===== src/rtl/mac_row_ctrl.sv =====
// Sequencer for a row of MAC tiles: issues kernel-load then execute instructions
// from the L0 buffer and skews them down the rows as a diagonal wavefront.
module mac_row_ctrl #(
  parameter int row    = 8,
  parameter int col    = 8,
  parameter int cnt_bw = 8
) (
  input  logic                clk,
  input  logic                reset,
  input  logic                start,
  input  logic [cnt_bw-1:0]   kernel_cycles,
  input  logic [cnt_bw-1:0]   exec_cycles,
  input  logic                l0_empty,
  output logic                l0_rd,
  output logic [2*row-1:0]    inst_w,
  output logic                busy,
  output logic                done
);

  localparam logic [2:0] IDLE  = 3'd0;
  localparam logic [2:0] LOAD  = 3'd1;
  localparam logic [2:0] GAP   = 3'd2;
  localparam logic [2:0] EXEC  = 3'd3;
  localparam logic [2:0] DRAIN = 3'd4;
  localparam logic [2:0] DONE  = 3'd5;

  localparam int DRAIN_LEN = row + col - 1;
  localparam int DW        = (DRAIN_LEN > 1) ? $clog2(DRAIN_LEN) : 1;
  localparam logic [DW-1:0] DRAIN_LAST = DW'(DRAIN_LEN - 1);

  logic [2:0]        state_reg, state_next;
  logic [cnt_bw-1:0] cnt_reg, cnt_next;
  logic [cnt_bw-1:0] k_reg, k_next;
  logic [cnt_bw-1:0] e_reg, e_next;
  logic [DW-1:0]     drain_reg, drain_next;
  logic              issue;
  logic [1:0]        issue_inst;
  logic [cnt_bw:0]   cnt_inc;

  // Counts are taken on start so a pass is immune to mid-pass input changes.
  assign issue   = ((state_reg == LOAD) || (state_reg == EXEC)) && !l0_empty;
  assign cnt_inc = {1'b0, cnt_reg} + {{cnt_bw{1'b0}}, 1'b1};
  assign l0_rd   = issue;
  assign busy    = (state_reg != IDLE);
  assign done    = (state_reg == DONE);

  always_comb begin
    issue_inst = 2'b00;
    if (issue) begin
      issue_inst = (state_reg == LOAD) ? 2'b01 : 2'b10;
    end
  end

  always_comb begin
    state_next = state_reg;
    cnt_next   = cnt_reg;
    k_next     = k_reg;
    e_next     = e_reg;
    drain_next = drain_reg;
    case (state_reg)
      IDLE: begin
        if (start) begin
          k_next     = kernel_cycles;
          e_next     = exec_cycles;
          cnt_next   = '0;
          state_next = (kernel_cycles == '0) ? GAP : LOAD;
        end
      end
      LOAD: begin
        if (issue) begin
          if (cnt_inc == {1'b0, k_reg}) begin
            cnt_next   = '0;
            state_next = GAP;
          end else begin
            cnt_next = cnt_inc[cnt_bw-1:0];
          end
        end
      end
      GAP: begin
        cnt_next   = '0;
        drain_next = '0;
        state_next = (e_reg == '0) ? DRAIN : EXEC;
      end
      EXEC: begin
        if (issue) begin
          if (cnt_inc == {1'b0, e_reg}) begin
            cnt_next   = '0;
            drain_next = '0;
            state_next = DRAIN;
          end else begin
            cnt_next = cnt_inc[cnt_bw-1:0];
          end
        end
      end
      DRAIN: begin
        if (drain_reg == DRAIN_LAST) begin
          state_next = DONE;
        end else begin
          drain_next = drain_reg + 1'b1;
        end
      end
      DONE:    state_next = IDLE;
      default: state_next = IDLE;
    endcase
  end

  always_ff @(posedge clk or negedge reset) begin
    if (!reset) begin
      state_reg <= IDLE;
      cnt_reg   <= '0;
      k_reg     <= '0;
      e_reg     <= '0;
      drain_reg <= '0;
    end else begin
      state_reg <= state_next;
      cnt_reg   <= cnt_next;
      k_reg     <= k_next;
      e_reg     <= e_next;
      drain_reg <= drain_next;
    end
  end

  // Row 0 is aligned with L0 read data; each further row lags by one stage.
  logic [1:0] inst_reg [row];

  genvar gi;
  generate
    for (gi = 0; gi < row; gi++) begin : g_row
      always_ff @(posedge clk or negedge reset) begin
        if (!reset) begin
          inst_reg[gi] <= 2'b00;
        end else if (gi == 0) begin
          inst_reg[gi] <= issue_inst;
        end else begin
          inst_reg[gi] <= inst_reg[(gi > 0) ? gi - 1 : 0];
        end
      end
      assign inst_w[2*gi +: 2] = inst_reg[gi];
    end
  endgenerate

endmodule


===== config.mk =====
export PLATFORM = sky130hd
export DESIGN_NAME = mac_row_ctrl
export DESIGN_NICKNAME = d
export VERILOG_FILES = /design/src/rtl/mac_row_ctrl.sv
export SDC_FILE = /design/constraint.sdc
export NUM_CORES = 1
export LEC_CHECK = 0
export ABC_CLOCK_PERIOD_IN_PS = 2300
export BUFFER_PORTS_ARGS = -buffer_cell sky130_fd_sc_hd__buf_2
export CAP_MARGIN = 25
export CELL_PAD_IN_SITES_DETAIL_PLACEMENT = 1
export CELL_PAD_IN_SITES_GLOBAL_PLACEMENT = 1
export CORE_MARGIN = 8
export CORE_UTILIZATION = 44
export CTS_CLUSTER_DIAMETER = 80
export DETAILED_ROUTE_END_ITERATION = 16
export PLACE_DENSITY_LB_ADDON = 0.15
export SLEW_MARGIN = 20
export SYNTH_ARGS = -nofsm -noshare
export SYNTH_HDL_FRONTEND = slang
export SYNTH_SLANG_ARGS = --single-unit

===== constraint.sdc =====
create_clock -name clk -period 2.3 [get_ports clk]
set_input_delay 0.69 -clock clk [delete_from_list [all_inputs] [get_ports clk]]
set_output_delay 0.69 -clock clk [all_outputs]
set_load 0.01 [all_outputs]

# --- After elaboration in Yosys (flattened, before gate mapping) ---
# Index checks and enable logic that the tools add are counted.
totals:
  register_bits: 47
  inputBits: 20
  out_inout_bits: 19
  wordCells: 64
classes:
  n_addsub: 2
  n_eq_ne: 15
  mux: 21
  n_reduce_logical: 13
op_table:
  columns: ["cell", "count"]
  rows:
  - ["two-way mux 8 bit", 5]
  - ["case mux 8 bit (4 select lines)", 1]
  - ["two-way mux 3 bit", 7]
  - ["equality test 9 x 8 -> 1 bit", 2]
  - ["zero test 8 bit", 2]
  - ["case mux 3 bit (5 select lines)", 1]
  - ["two-way mux 4 bit", 3]
  - ["case mux 4 bit (3 select lines)", 1]
  - ["inequality test 2 bit, second input constant", 5]
  - ["adder 8 x 1 -> 9 bit, second input constant", 1]
  - ["AND reduction 4 bit", 2]
  - ["equality test 3 x 2 -> 1 bit, second input constant", 2]
  - ["equality test 3 bit, second input constant", 2]
  - ["two-way mux 2 bit", 3]
  - ["AND reduction 6 bit", 1]
  - ["nonzero test 3 bit", 2]
  - ["adder 4 x 1 -> 4 bit, second input constant", 1]
  - ["equality test 4 bit, second input constant", 1]
  - ["inequality test 2 x 1 -> 1 bit, second input constant", 2]
  - ["nonzero test 4 bit", 1]
  - ["equality test 3 x 1 -> 1 bit, second input constant", 1]
  - ["zero test 3 bit", 1]
  - ["AND reduction 2 bit", 1]
  - ["logical AND 1 bit", 1]
  - ["2 further kinds", 2]

# --- Logic depth before layout (Yosys ltp) ---
# Gate-level depths: netlist (run 1).
logic_depth:
  word_depth: 5
  depth_mapped: 10
  mapped_depth_nobuf: 8

# --- Worst setup path before layout (run 1) ---
# OpenSTA, ideal clock, no wires.
synth_path:
  path_type: "register -> register"
  from: "register cnt_reg[1]"
  to: "register cnt_reg[3]"
  setup_ns: 0.124
  arrival_time_ns: 2.006
  required_time_ns: 2.176
  slack_ns: 0.170
  stages_incl_launch_ff: 11
  path_buffers: 2
  period_less_slack_ns: 2.130
  path_cell_list: "dfrtp_1 ha_1 buf_2 nor3_1 a21oi_1 o311a_1 a2111o_1 and2_4 buf_6 a211oi_1 nor2_1"
synth_between:
  elab_chain_len: 5
  word_cells_on_any_way: 8
  cone_classes: "add/sub (1); eq/ne (2); mux (5)"
synth_lines:
  columns: ["item", "line_no", "text"]
  rows:
  - ["start, declared", "32", "logic [cnt_bw-1:0] cnt_reg, cnt_next;"]
  - ["start signal, assigned", "116", "cnt_reg <= cnt_next;"]
  - ["adder 8 x 1 -> 9 bit *", "42", "assign cnt_inc = {1'b0, cnt_reg} + {{cnt_bw{1'b0}}, 1'b1};"]
  - ["equality test 9 x 8 -> 1 bit (on tied branches)", "86, 71", null]
  - ["two-way mux 8 bit (on tied branches)", "86, 71", null]
  - ["two-way mux 8 bit (on tied branches)", "85, 70", null]
  - ["case mux 8 bit (4 select lines) *", "60", "case (state_reg)"]
# Every way passes the cells marked *; elsewhere a longest branch is shown, timed or not. The select of a mux whose other input is x is not followed.
# A chain may end at the register's enable or synchronous reset.

# --- Final worst setup path (run 1) ---
layout_path:
  from: "register cnt_reg[1]"
  to: "register cnt_reg[1]"
# Same word-level chain as after synthesis.

==> results of run 1 <==
==> area by class of cell <==
cell class                 instances  area share (%)
clock inverter                     3           0.912
timing repair buffer              55            11.2
multi-input combinational        174            42.3
sequential                        47            39.1
inverter                          10            1.24
tap                               72            2.99
clock buffer                       5            2.28
==> logic make-up (layout without fill, tap and decap cells) <==
logic type / after synthesis / in the layout
AOI/OAI and AO/OA: 55 / 55
xor gates and xnor gates: 16 / 16
adders and majority gates: 3 / 3
buffers and inverters: 23 / 73
DFF: 47 / 47
muxes: 14 / 14
and+or+nand+nor: 86 / 86
==> power groups by stage <==
stage	Sequential [mW]	Clock (mW)	Combinational, mW
finish	1.41	0.548	1.68
global route	1.46	0.601	1.82
CTS	1.39	0.565	1.56
detailed placement	1.41	0	1.50
global placement	1.38	0	1.44
floorplan	1.37	0	0.997
==> metrics by stage <==
stage	worst slack [ns]	std cells	instance area (µm²)	power, mW	util [%]
after floorplan	0.170	244	2490	2.37	-
final	-0.0514	366	3020	3.64	55.1
after global routing	-0.193	366	3020	3.88	55.1
after global placement	0.0534	357	2810	2.83	51.3
after CTS	-0.00348	365	2930	3.52	53.6
after detailed placement	-0.0703	357	2810	2.91	51.3
==> synth_stat cells, drive strengths merged (6+ instances only) <==
| cell type | count | share of area (%) |
|---|---|---|
| dfrtp | 47 | 47 |
| nand2 | 23 | 3.5 |
| nor2 | 16 | 2.5 |
| mux2 | 14 | 6.3 |
| a21oi | 13 | 2.6 |
| o21ai | 13 | 2.6 |
| buf | 10 | 3.4 |
| inv | 10 | 1.5 |
| xnor2 | 10 | 3.5 |
| nand3 | 9 | 2.4 |
| nor3 | 8 | 1.6 |
| nor2b | 6 | 1.5 |
| xor2 | 6 | 2.1 |
==> worst max path at each step <==
stage / end / cells past startpoint
6_report: cnt_reg[1] / 8
5_1_grt: cnt_reg[1] / 8
4_1_cts: cnt_reg[5] / 8
2_1_floorplan: cnt_reg[3] / 10
3_3_place_gp: drain_reg[2] / 8
3_5_place_dp: cnt_reg[0] / 8
==> metal layers <==
layer	vias to the layer above	share of wire (%)
li1	974	-
met1	1037	46
met2	40	49
met3	8	3.3
met4	0	1.3
met5	-	0
==> worst max-delay path, delay by kind of cell (launching register included) <==
family	cells	cell delay [ns]
fa+ha+maj	1	0.28
xor+xnor	1	0.14
compound gates	5	1.29
simple gates	1	0.10
flops	1	0.43
==> repair_timing <==
action	in CTS	in global routing
pin swaps	2	12
hold buffers	0	0
setup buffers	0	1
gates resized for setup	4	20
setup endpoints to repair	11	13
==> reports/qor.yml, run 1 <==
status: "complete, but fails checks"
violations: "negative setup slack"
antennaDiodeCount: 0
vias_per_cell: 5.63
synth_fa_ha_area_share_pct: 1.51
maxSlewViolCount: 0
finalCritPeriodShare_pct: 102
swShare_pct: 41.1
cts_tree: "done"
startpoint: "cnt_reg[1]"
synth-compound-area-share_pct: 15.3
grt_pass1_wl_um: 11200
path_clk_slew_ns: 0.10
slew_headroom_pct: 62.0
rsz0062_at_grt: "yes"
die_x_um: 91.2
crit_chain: "ha_4 -> xor2_1 -> a211oi_1 -> o221ai_1 -> a2111oi_4 -> a31oi_4 -> o21ai_0 -> nand2_1"
firstDrtPassIters: 6
synth_ff_type: "dfrtp_1"
worstPathArrival_ns: 2.54
grt.overflow.total: 0
ys.warnings.count: 0
cts_num_sinks: 47
period_minus_slack_ns: 2.35
slowest_stage: "dfrtp_1"
num_vias: 2059
use_met1_pct: 21.4
insertion_delay_ns: 0.31
io_pins: 39
fmax_mhz: 425
start_kind: "flip-flop"
final_cell_mix: "44 x dfrtp_1, 38 x buf_2, 23 x nand2_1"
syn_to_final_growth_pct: 21.2
crit_required_ns: 2.49
grt.busiest_layer: "met2"
ir_worst_vdd_mv: 0.653
wl_per_cell_um: 18.3
cts-root-buf: "clkbuf_8"
critPathMaxFanout: 8
ys_seq_area_share_pct: 47.2
hold_slack_ns: 0.342
combPwrFrac_pct: 46.1
h-tree-depth: 2
async_flop_share_pct: 100
skew_ns: 0.00813
grt_max_degree: 48
setup_viol: 1
syn-num-nets: 267
place_hpwl_um: 4980
grt.met2_usage_pct: 27.5
synth_top_family_by_area: "simple AND/OR/NAND/NOR gates"
clock_power_share_pct: 15.1
synth_xor_area_share_pct: 5.63
cap_violations: 0
rows: 27
r2r-start: "cnt_reg[1]"
p_switching_mw: 1.49
ant_nets: 0
tns_ns: -0.0514
hold_class: "in2async"
die_area_um2: 8320
drive_gt1_share_pct: 34.7
internal_power_mw: 2.14
muxShareOfSynthArea_pct: 6.33
gr-usage-all-layers_pct: 16.6
nets: 316
drc: 0
antenna_found_initial: 0
port_buffers: 38
drtIter0Drc: 60
fillers: 648
power-per-cell-area_nw_per_um2: 1200
cts_made_buffers: 5
synth_edf_count: 0
power_frac_seq_pct: 38.8
postSynthRegisterBits: 47
layout_commonest_cell: "dfrtp_1"
cpPeakStageDelay_ns: 0.43
die_height_um: 91.2
wl_um: 6710
ys_types: 50
reg2reg_slack_ns: -0.05
crit_type: "reg2reg"
grt_pass1_vias: 2122
yosys.area_share.simple_pct: 18.7
rr_endpoint: "cnt_reg[1]"
endpoint_kind: "flip-flop"
setup_slack_ns: -0.0514
place.gp.congestion: 0.852
use_met3_pct: 3.37
syn_inst: 244
largest_register_ffs: 16
syn_avg_cell_area_um2: 10.2
worstMarginPinSlew_ns: 0.565
p_leak_nw: 1.44
initial_core_util_pct: 45.5
multiInputGateArea_um2: 1280
cts.path.max_buffers: 2
coreArea_um2: 5470
netlist_area_um2: 2490
reg2reg_depth: 8
report.final.hold_viol_count: 0
final-seq-area_um2: 1180
Note: power is estimated with default switching activity, not from simulation.
==> run 2: changes to the inputs <==
Settings changed: ABC_AREA from default to 1, CORE_UTILIZATION 44 to 41, SETUP_SLACK_MARGIN from default to 0.02.
==> reports/qor.yml, run 2 <==
status: "finished clean"
firstDrtPassIters: 4
nets: 374
netlist_area_um2: 2400
grt_pass1_vias: 2211
worstPathArrival_ns: 1.44
io_pins: 39
initial_core_util_pct: 41.6
cts_tree: "done"
synthMostInstantiatedCell: "nand2_1"
gr-usage-all-layers_pct: 16.4
drtIter0Drc: 78
synth_edf_count: 0
crit_required_ns: 1.61
synth_ff_type: "dfrtp_1"
start_kind: "flip-flop"
syn-num-nets: 329
slowest_stage: "dfrtp_1"
hold_class: "in2async"
crit_chain: "inv_1 -> nor2_1 -> inv_1 -> nor2_2 -> buf_2"
async_flop_share_pct: 100
cpPeakStageDelay_ns: 0.43
largest_register_ffs: 16
cts-root-buf: "clkbuf_8"
postSynthRegisterBits: 47
layout_commonest_cell: "nand2_1"
path_clk_slew_ns: 0.10
yosysTopAreaCell: "dfrtp_1"
worst-path-buf-inv: 3
port_buffers: 38
final_core_util_pct: 49.4
fmax_mhz: 469
die_area_um2: 8570
grt.overflow.total: 0
crit_type: "reg2out"
critPathTopFamily: "flip-flops"
synth_area_leaders: "dfrtp_1 49%, nand2_1 14%, inv_1 6.1%, nand3_1 6.0%, nor2_1 4.4%"
fillers: 741
wl_per_cell_um: 15.5
drc: 0
postCtsSetupRepairBufs: 0
skew_ns: 0.00976
period_minus_slack_ns: 2.13
finalCritPeriodShare_pct: 92.7
endpoint_kind: "output pin"
syn_to_final_growth_pct: 18.8
power-per-cell-area_nw_per_um2: 1150
grt_max_degree: 33
ys.warnings.count: 0
rows: 28
cts_hold_buf: 0
worstMarginPinSlew_ns: 0.547
p_leak_nw: 1.53
antennaDiodeCount: 0
cts_made_buffers: 5
h-tree-depth: 2
critPathMaxFanout: 4
grt_pass1_wl_um: 11200
cts_num_sinks: 47
tns_ns: 0
coreArea_um2: 5780
vias_per_cell: 5.01
syn_avg_cell_area_um2: 7.86
die_height_um: 92.6
die_x_um: 92.6
cts.path.max_buffers: 2
insertion_delay_ns: 0.31
synth_common_cells: "87 x nand2_1, 47 x dfrtp_1, 39 x inv_1"
cap_violations: 0
ant_nets: 0
maxSlewViolCount: 0
rsz0062_at_grt: "no"
report.final.hold_viol_count: 0
syn_inst: 306
place_hpwl_um: 5160
ir_worst_vdd_mv: 0.463
wl_um: 6630
ys_seq_area_share_pct: 48.9
final_cell_mix: "87 x nand2_1, 46 x dfrtp_1, 39 x inv_1"
cts_resized: 0
place.gp.congestion: 0.835
ys_types: 24
slew_headroom_pct: 63.5
setup_viol: 0
synth_top_area_share_pct: 48.9
num_vias: 2139
drive_gt1_share_pct: 23.3
antenna_found_initial: 0
finalPower_mw: 3.28
crit_top_cell: "inv_1"
run 2: cell types whose count changed in the layout (fill, tap and decap cells not counted), moves of 8 or more:
cell	previous run	this run
buf_4	14	2
nand2_1	23	87
nand2_2	0	8
nor2_1	14	27
mux2_2	14	0
inv_1	10	39
xnor2_1	8	0
nand3_1	6	29
run 2: final timing paths:
kind,end,depth (start not counted),from,slack (ns)
hold reg to reg,inst_w[9],0,inst_w[7],0.38
max in group asynchronous,cnt_reg[0],2,reset,1.41
min in group clk,inst_w[9],0,inst_w[7],0.38
setup reg to reg,state_reg[0],14,cnt_reg[1],0.25
setup / recovery,l0_rd,5,state_reg[0],0.17
hold / removal,cnt_reg[4],1,reset,0.36
run 2: kinds of logic after synthesis:
family	count (synthesis)	share of synthesized area [%]
AO/OA/AOI/OAI	30	7.49
adder cells (fa/ha/maj)	3	1.56
XOR/XNOR	1	0.364
buffers and inverters	46	7.18
flip-flops	47	48.9
AND/OR/NAND/NOR	179	34.5
run 2: worst register-to-register path: stages, from the launching register on:
cell and delay, ns:
dfrtp_1 0.44, ha_1 0.22, nand2_1 0.11, nor2_1 0.18
nand2_1 0.12, nand3_1 0.08, nand2_1 0.05, inv_1 0.06
nand2_1 0.05, nor2_1 0.14, nand2_1 0.09, nand2_2 0.14
nand3_1 0.13, nand2_1 0.10, nand2_1 0.06
run 2: cell type report:
type / instances / area [µm²] / area share [%]
sequential: 47 / 1180 / 41.2
multi-input combinational: 213 / 1060 / 37.1
timing repair buffer: 41 / 225 / 7.88
inverter: 43 / 161 / 5.65
tap: 75 / 93.8 / 3.29
clock inverter: 3 / 71.3 / 2.50
clock buffer: 5 / 68.8 / 2.41
run 2: routing by layer:
layer  part of all wire [%]  global-route usage, %  vias up
met5                      0                      0        -
li1                       -                      -     1052
met4                    1.2                   4.70        0
met3                    4.6                   4.29        8
met2                     47                   26.9       42
met1                     47                   20.8     1037
run 2: report_power, final:
| group | switching, mW | internal, mW |
|---|---|---|
| sequential | 0.190 | 1.06 |
| clock | 0.313 | 0.441 |
| combinational | 0.859 | 0.411 |
run 2: metrics by stage:
stage / setup slack [ns] / instance area [µm²] / hold WS, ns / instances
4_1_cts: 0.106 / 2850 / 0.373 / 427
3_5_place_dp: 0.291 / 2710 / 0.358 / 419
5_1_grt: 0.0585 / 2860 / 0.388 / 427
3_3_place_gp: 0.320 / 2710 / 0.353 / 419
6_report: 0.169 / 2860 / 0.359 / 427
2_1_floorplan: 0.569 / 2400 / 0.394 / 306
